==> config.mk <==
export PLATFORM = sky130hd
export DESIGN_NAME = apb4_slave_regbank
export DESIGN_NICKNAME = d
export VERILOG_FILES = /design/src/rtl/apb4_slave_regbank.sv
export SDC_FILE = /design/constraint.sdc
export NUM_CORES = 1
export LEC_CHECK = 0
export CAP_MARGIN = 10
export CORE_UTILIZATION = 55
export DETAILED_ROUTE_END_ITERATION = 12
export GPL_TIMING_DRIVEN = 0
export PLACE_DENSITY = 0.87
export SLEW_MARGIN = 5
export SYNTH_ARGS = -nofsm -noshare
export SYNTH_HDL_FRONTEND = slang
export SYNTH_SLANG_ARGS = --single-unit
export TNS_END_PERCENT = 100
==> constraint.sdc <==
create_clock -name PCLK -period 20.9 [get_ports PCLK]
set_clock_uncertainty 0.15 [all_clocks]
set_input_delay 3.135 -clock PCLK [delete_from_list [all_inputs] [get_ports PCLK]]
set_output_delay 3.135 -clock PCLK [all_outputs]
set_load 0.02 [all_outputs]
==> src/rtl/apb4_slave_regbank.sv <==
// apb4_slave_regbank: APB4 completer fronting a byte-strobed register bank.
// Inserts a fixed number of PREADY-low cycles per transfer, flags read-only,
// out-of-range and misaligned accesses with PSLVERR, and counts the errors.
module apb4_slave_regbank #(
   parameter int unsigned           ADDR_WIDTH  = 8,
   parameter int unsigned           DATA_WIDTH  = 32,
   parameter int unsigned           NUM_REGS    = 8,
   parameter int unsigned           WAIT_STATES = 2,
   parameter logic [NUM_REGS-1:0]   RO_MASK     = 8'h80,
   parameter logic [DATA_WIDTH-1:0] RESET_VAL   = '0
) (
   input  logic                           PCLK,
   input  logic                           PRESET,
   input  logic                           PSEL,
   input  logic                           PENABLE,
   input  logic                           PWRITE,
   input  logic [ADDR_WIDTH-1:0]          PADDR,
   input  logic [DATA_WIDTH-1:0]          PWDATA,
   input  logic [DATA_WIDTH/8-1:0]        PSTRB,
   input  logic [2:0]                     PPROT,
   output logic [DATA_WIDTH-1:0]          PRDATA,
   output logic                           PREADY,
   output logic                           PSLVERR,
   output logic [NUM_REGS*DATA_WIDTH-1:0] regs_o,
   output logic [7:0]                     err_cnt
);

   localparam int unsigned           LANES     = DATA_WIDTH / 8;
   localparam int unsigned           LANE_BITS = $clog2(LANES);
   localparam logic [ADDR_WIDTH-1:0] LANE_MASK = ADDR_WIDTH'((1 << LANE_BITS) - 1);

   // The SETUP phase is recognised and decoded at the edge that closes it, so the
   // FSM only needs to remember whether an ACCESS phase is in progress.
   typedef enum logic {IDLE, ACCESS} state_t;

   state_t                state_q;
   logic [3:0]            cnt_q;
   logic [ADDR_WIDTH-1:0] idx_q;
   logic                  write_q;
   logic                  err_q;
   logic [DATA_WIDTH-1:0] wdata_q;
   logic [LANES-1:0]      strb_q;
   logic [DATA_WIDTH-1:0] regs [NUM_REGS];

   logic [ADDR_WIDTH-1:0] dec_idx;
   logic                  dec_err;
   logic [ADDR_WIDTH-1:0] rd_idx;
   logic [DATA_WIDTH-1:0] rd_data;
   logic                  commit;

   // Protection attributes are accepted but carry no meaning for this bank.
   logic unused_pprot;
   assign unused_pprot = ^PPROT;

   // Decode the live bus address: register index plus the three error causes.
   always_comb begin
      // NOTE: every always_comb output gets a default first so no path can infer a latch.
      dec_idx = PADDR >> LANE_BITS;
      dec_err = ((PADDR & LANE_MASK) != '0) || (32'(dec_idx) >= NUM_REGS);
      for (int i = 0; i < NUM_REGS; i++) begin
         if (PWRITE && RO_MASK[i] && (dec_idx == ADDR_WIDTH'(i))) dec_err = 1'b1;
      end
   end

   // Read mux: live decode for the zero-wait path, latched index once in ACCESS.
   always_comb begin
      rd_idx  = (state_q == IDLE) ? dec_idx : idx_q;
      rd_data = '0;
      for (int i = 0; i < NUM_REGS; i++) begin
         if (rd_idx == ADDR_WIDTH'(i)) rd_data = regs[i];
      end
   end

   assign commit = (state_q == ACCESS) && PREADY && write_q && !err_q;

   // Transfer FSM: latches the request, counts wait states, drives the response.
   always_ff @(posedge PCLK or posedge PRESET) begin
      if (PRESET) begin
         state_q <= IDLE;
         cnt_q   <= '0;
         idx_q   <= '0;
         write_q <= 1'b0;
         err_q   <= 1'b0;
         wdata_q <= '0;
         strb_q  <= '0;
         PRDATA  <= '0;
         PREADY  <= 1'b0;
         PSLVERR <= 1'b0;
         err_cnt <= '0;
      end else begin
         // NOTE: sequential state uses non-blocking assignments so every flop samples pre-edge values.
         case (state_q)
            IDLE: begin
               if (PSEL && !PENABLE) begin
                  idx_q   <= dec_idx;
                  write_q <= PWRITE;
                  wdata_q <= PWDATA;
                  strb_q  <= PSTRB;
                  err_q   <= dec_err;
                  state_q <= ACCESS;
                  if (WAIT_STATES == 0) begin
                     PREADY  <= 1'b1;
                     PSLVERR <= dec_err;
                     PRDATA  <= (dec_err || PWRITE) ? '0 : rd_data;
                     cnt_q   <= '0;
                  end else begin
                     cnt_q <= 4'(WAIT_STATES);
                  end
               end
            end
            ACCESS: begin
               if (PREADY) begin
                  // Completing cycle; a new SETUP is picked up from IDLE on the next edge.
                  if (err_q && (err_cnt != 8'hFF)) err_cnt <= err_cnt + 8'd1;
                  PREADY  <= 1'b0;
                  PRDATA  <= '0;
                  PSLVERR <= 1'b0;
                  state_q <= IDLE;
               end else if (!PSEL) begin
                  // Requester abandoned the transfer: drop it without side effects.
                  state_q <= IDLE;
                  cnt_q   <= '0;
               end else if (cnt_q > 4'd1) begin
                  cnt_q <= cnt_q - 4'd1;
               end else begin
                  PREADY  <= 1'b1;
                  PSLVERR <= err_q;
                  PRDATA  <= (err_q || write_q) ? '0 : rd_data;
                  cnt_q   <= '0;
               end
            end
            default: state_q <= IDLE;
         endcase
      end
   end

   // Register bank: byte-lane update at the end of a completing, error-free write.
   always_ff @(posedge PCLK or posedge PRESET) begin
      if (PRESET) begin
         // NOTE: the bank is built from flops that drive fabric outputs, so it is reset; a RAM would not be.
         for (int i = 0; i < NUM_REGS; i++) regs[i] <= RESET_VAL;
      end else if (commit) begin
         for (int i = 0; i < NUM_REGS; i++) begin
            for (int b = 0; b < LANES; b++) begin
               if ((idx_q == ADDR_WIDTH'(i)) && strb_q[b]) regs[i][b*8 +: 8] <= wdata_q[b*8 +: 8];
            end
         end
      end
   end

   for (genvar g = 0; g < NUM_REGS; g++) begin : g_flat
      assign regs_o[g*DATA_WIDTH +: DATA_WIDTH] = regs[g];
   end

endmodule
==> reports/qor.txt <==
outcome = finished clean
PortBufs = 344
# setup viols final = 0
Initial DRC Count = 1800
# H-tree levels = 2
worst hold path class = reg -> reg
clk buf depth = 3
Setup WS pre-CTS = 15.16 ns
number of core rows = 61
Die H = 172 um
Tmin final = 5.39 ns
worst slew pin tran = 1.01 ns
Peak Freq = 186 MHz
DPL Wire Length = 39900 um
first-pass GRT wire length = 85900 um
global route overflow = 0
PwrDens = 82.2 nW/um^2
post-synth top area cell = dfrtp_1
crit-path cells = buf_2 -> nor3_2 -> clkbuf_1 -> clkbuf_1 -> o21ai_0 -> nand4_1 -> a22oi_1 -> o21ai_1
flop2flop setup slack = 17.68 ns
Layout area overhead = 33.6%
count of different cell masters after synthesis = 56
routed wire length = 58600 um
cell-internal power = 1.24 mW
CTS buffer count = 38
Critical Path Start Type = input port
ANT nets after route = 0
Final Non-Filler Cells = 2080
Placer Congestion = 0.926
Hold EP = err_cnt[5]
Req. time, crit path = 21.21 ns
Worst setup EP type = register
Final Worst Setup Slack = 15.51 ns
Syn Inst Count = 1286
ys flop type = dfrtp_1
WHS Path Cells = 1
Worst path max stage delay = 0.70 ns
post-synth top area share = 0.546
Filler cells = 1848
number of max-cap violations = 0
core area = 28100 sq um
first-pass detailed-route iteration total = 5
critical hold path startpoint = err_cnt[5]
RSZ-0062 raised after global routing = no
Clock Power Share = 0.417
clock slew at reported path FFs = 0.06 ns
largest net degree at the start of global routing = 127
cts repair resizes = 0
CTS tree = built
RR Endpoint = PRDATA[11]
DIE AREA = 29600 sq um
Initial Utilization = 0.566
Max rail drop VDD = 57.7 uV
Die Wd = 172 um
placed cell areas = 19900 sq um
via count normalized by instance count = 6.63
final hold violations = 0
Final Total Pwr = 1.75 mW
Syn Area/Cell = 12.4 sq um
Seq cells post-synth = 347
hold_buf cts = 0
Post-synth ARST share = 1.00
Hold Slack = 0.344 ns
Syn Nets = 1341
share of cells above drive strength 1 = 0.221
initial antenna violation count = 1
CP Class = in -> reg
slowest CP cell = clkbuf_1
setup TNS = 0 ns
Root Buffer = clkbuf_16
sequential fraction of the synthesis area = 0.546
post-route core utilization = 0.757
fin crit share = 0.258
slew margin rel. = 0.326
post-CTS setup repair buffer count = 0
Final nets = 1727
All-Layer GR Usage = 0.399
via count = 13795
top cells by area, synth = dfrtp_1 (55%), mux2_2 (18%), o21ai_0 (3.6%)
worst skew pair latency = 0.54 ns
reg2reg start = state_q
Comb pwr share = 0.147
P_leak = 9.69 nW
DRC Markers = 0
crit path DAT = 5.70 ns
Finished Cell Area = 21300 sq um
count leader, synth = dfrtp_1
worst r2r path cells = 8
CP max FO = 10
placed insts = 2010
Synth Warn # = 0
Reg power frac = 0.436
Max Transition Viols Final = 0
Post-synth EDFFs = 0
per-cell routed wire length = 28.2 um
vias in the first global route = 14049
Worst path most repeated cell = clkbuf_1
Sw Pwr = 505 uW
sw frac = 0.289
synth cell count leaders = dfrtp_1 (347), mux2_2 (258), o21ai_0 (114)
TritonCTS Sinks = 347
Mapped Area = 15900 sq um
IO Count = 350
-- worst max-delay path by stage --
| stage | start | end | slack, ns | cells past startpoint |
|---|---|---|---|---|
| 2_1_floorplan | PRESET | PRDATA[0] | 7.99 | 1 |
| 3_3_place_gp | PRESET | wdata_q[11] | 4.19 | 2 |
| 3_5_place_dp | PADDR[5] | PRDATA[16] | 15.16 | 8 |
| 4_1_cts | PADDR[2] | PRDATA[11] | 15.69 | 8 |
| 5_1_grt | PADDR[4] | PRDATA[16] | 15.46 | 8 |
| 6_report | PADDR[2] | PRDATA[11] | 15.51 | 8 |
-- worst max-delay path: cells and delay by family --
family / cells / cell delay, ns
AO/OA/AOI/OAI: 3 / 0.50
buffers and inverters: 3 / 1.34
AND/OR/NAND/NOR: 2 / 0.71
-- logic make-up (layout without fill, tap and decap cells) --
kind of cell	count (synthesis)	in the layout	synth area share
XOR/XNOR	7	7	0.00385
other	0	2	0
adder cells (fa/ha/maj)	3	3	0.00236
flip-flops	347	347	0.546
multiplexers	305	305	0.216
buffers and inverters	94	508	0.0277
AND/OR/NAND/NOR	204	204	0.0670
AO/OA/AOI/OAI	326	326	0.137
-- layout make-up --
cell class,instances,area [sq um],share of cell area
Timing Repair Buffer,346,3500,0.165
Clock buffer,49,1110,0.0520
Buffer,83,399,0.0188
Sequential cell,347,8680,0.409
Antenna cell,2,5.00,0.000236
Multi-Input combinational cell,845,6780,0.319
Inverter,11,48.8,0.00230
Tap cell,378,473,0.0223
Clock inverter,19,253,0.0119
-- registers in the layout (all words and copies together), names as in the netlist --
| register | flops |
|---|---|
| cnt_q | 4 |
| write_q | 1 |
| regs_o | 256 |
| wdata_q | 32 |
| err_cnt | 8 |
| PRDATA | 32 |
| strb_q | 4 |
| state_q | 1 |
| idx_q | 6 |
| PSLVERR | 1 |
| PREADY | 1 |
| err_q | 1 |
-- cells in the final DEF (no fill, tap or decap), types with 27 or more instances in the layout --
master           synthesis  final
a211oi_1                27     27
a22oi_1                 32     32
a2bb2oi_1               27     27
clkbuf_1                47     50
clkbuf_16                0     41
clkdlybuf4s50_1          0    344
dfrtp_1                347    347
mux2_1                  42     42
mux2_2                 258    258
nand2_1                 92     92
o21ai_0                114    114
o21ai_1                 32     32
-- power by group through the flow --
stage	combinational, mW	sequential, mW	clock (mW)
2_1_floorplan	0.147	0.756	0
4_1_cts	0.248	0.759	0.727
3_3_place_gp	0.235	0.767	0
3_5_place_dp	0.246	0.770	0
5_1_grt	0.268	0.767	0.757
6_report	0.256	0.762	0.728
-- routing by layer --
layer  up-vias  wire length (um)  track usage
li1       5567                 -            -
met2      1060             26300        0.610
met5         -                 0            0
met4         0              3580        0.229
met1      6913             21600        0.506
met3       255              7110        0.119
Note: power is estimated with default switching activity, not from simulation.
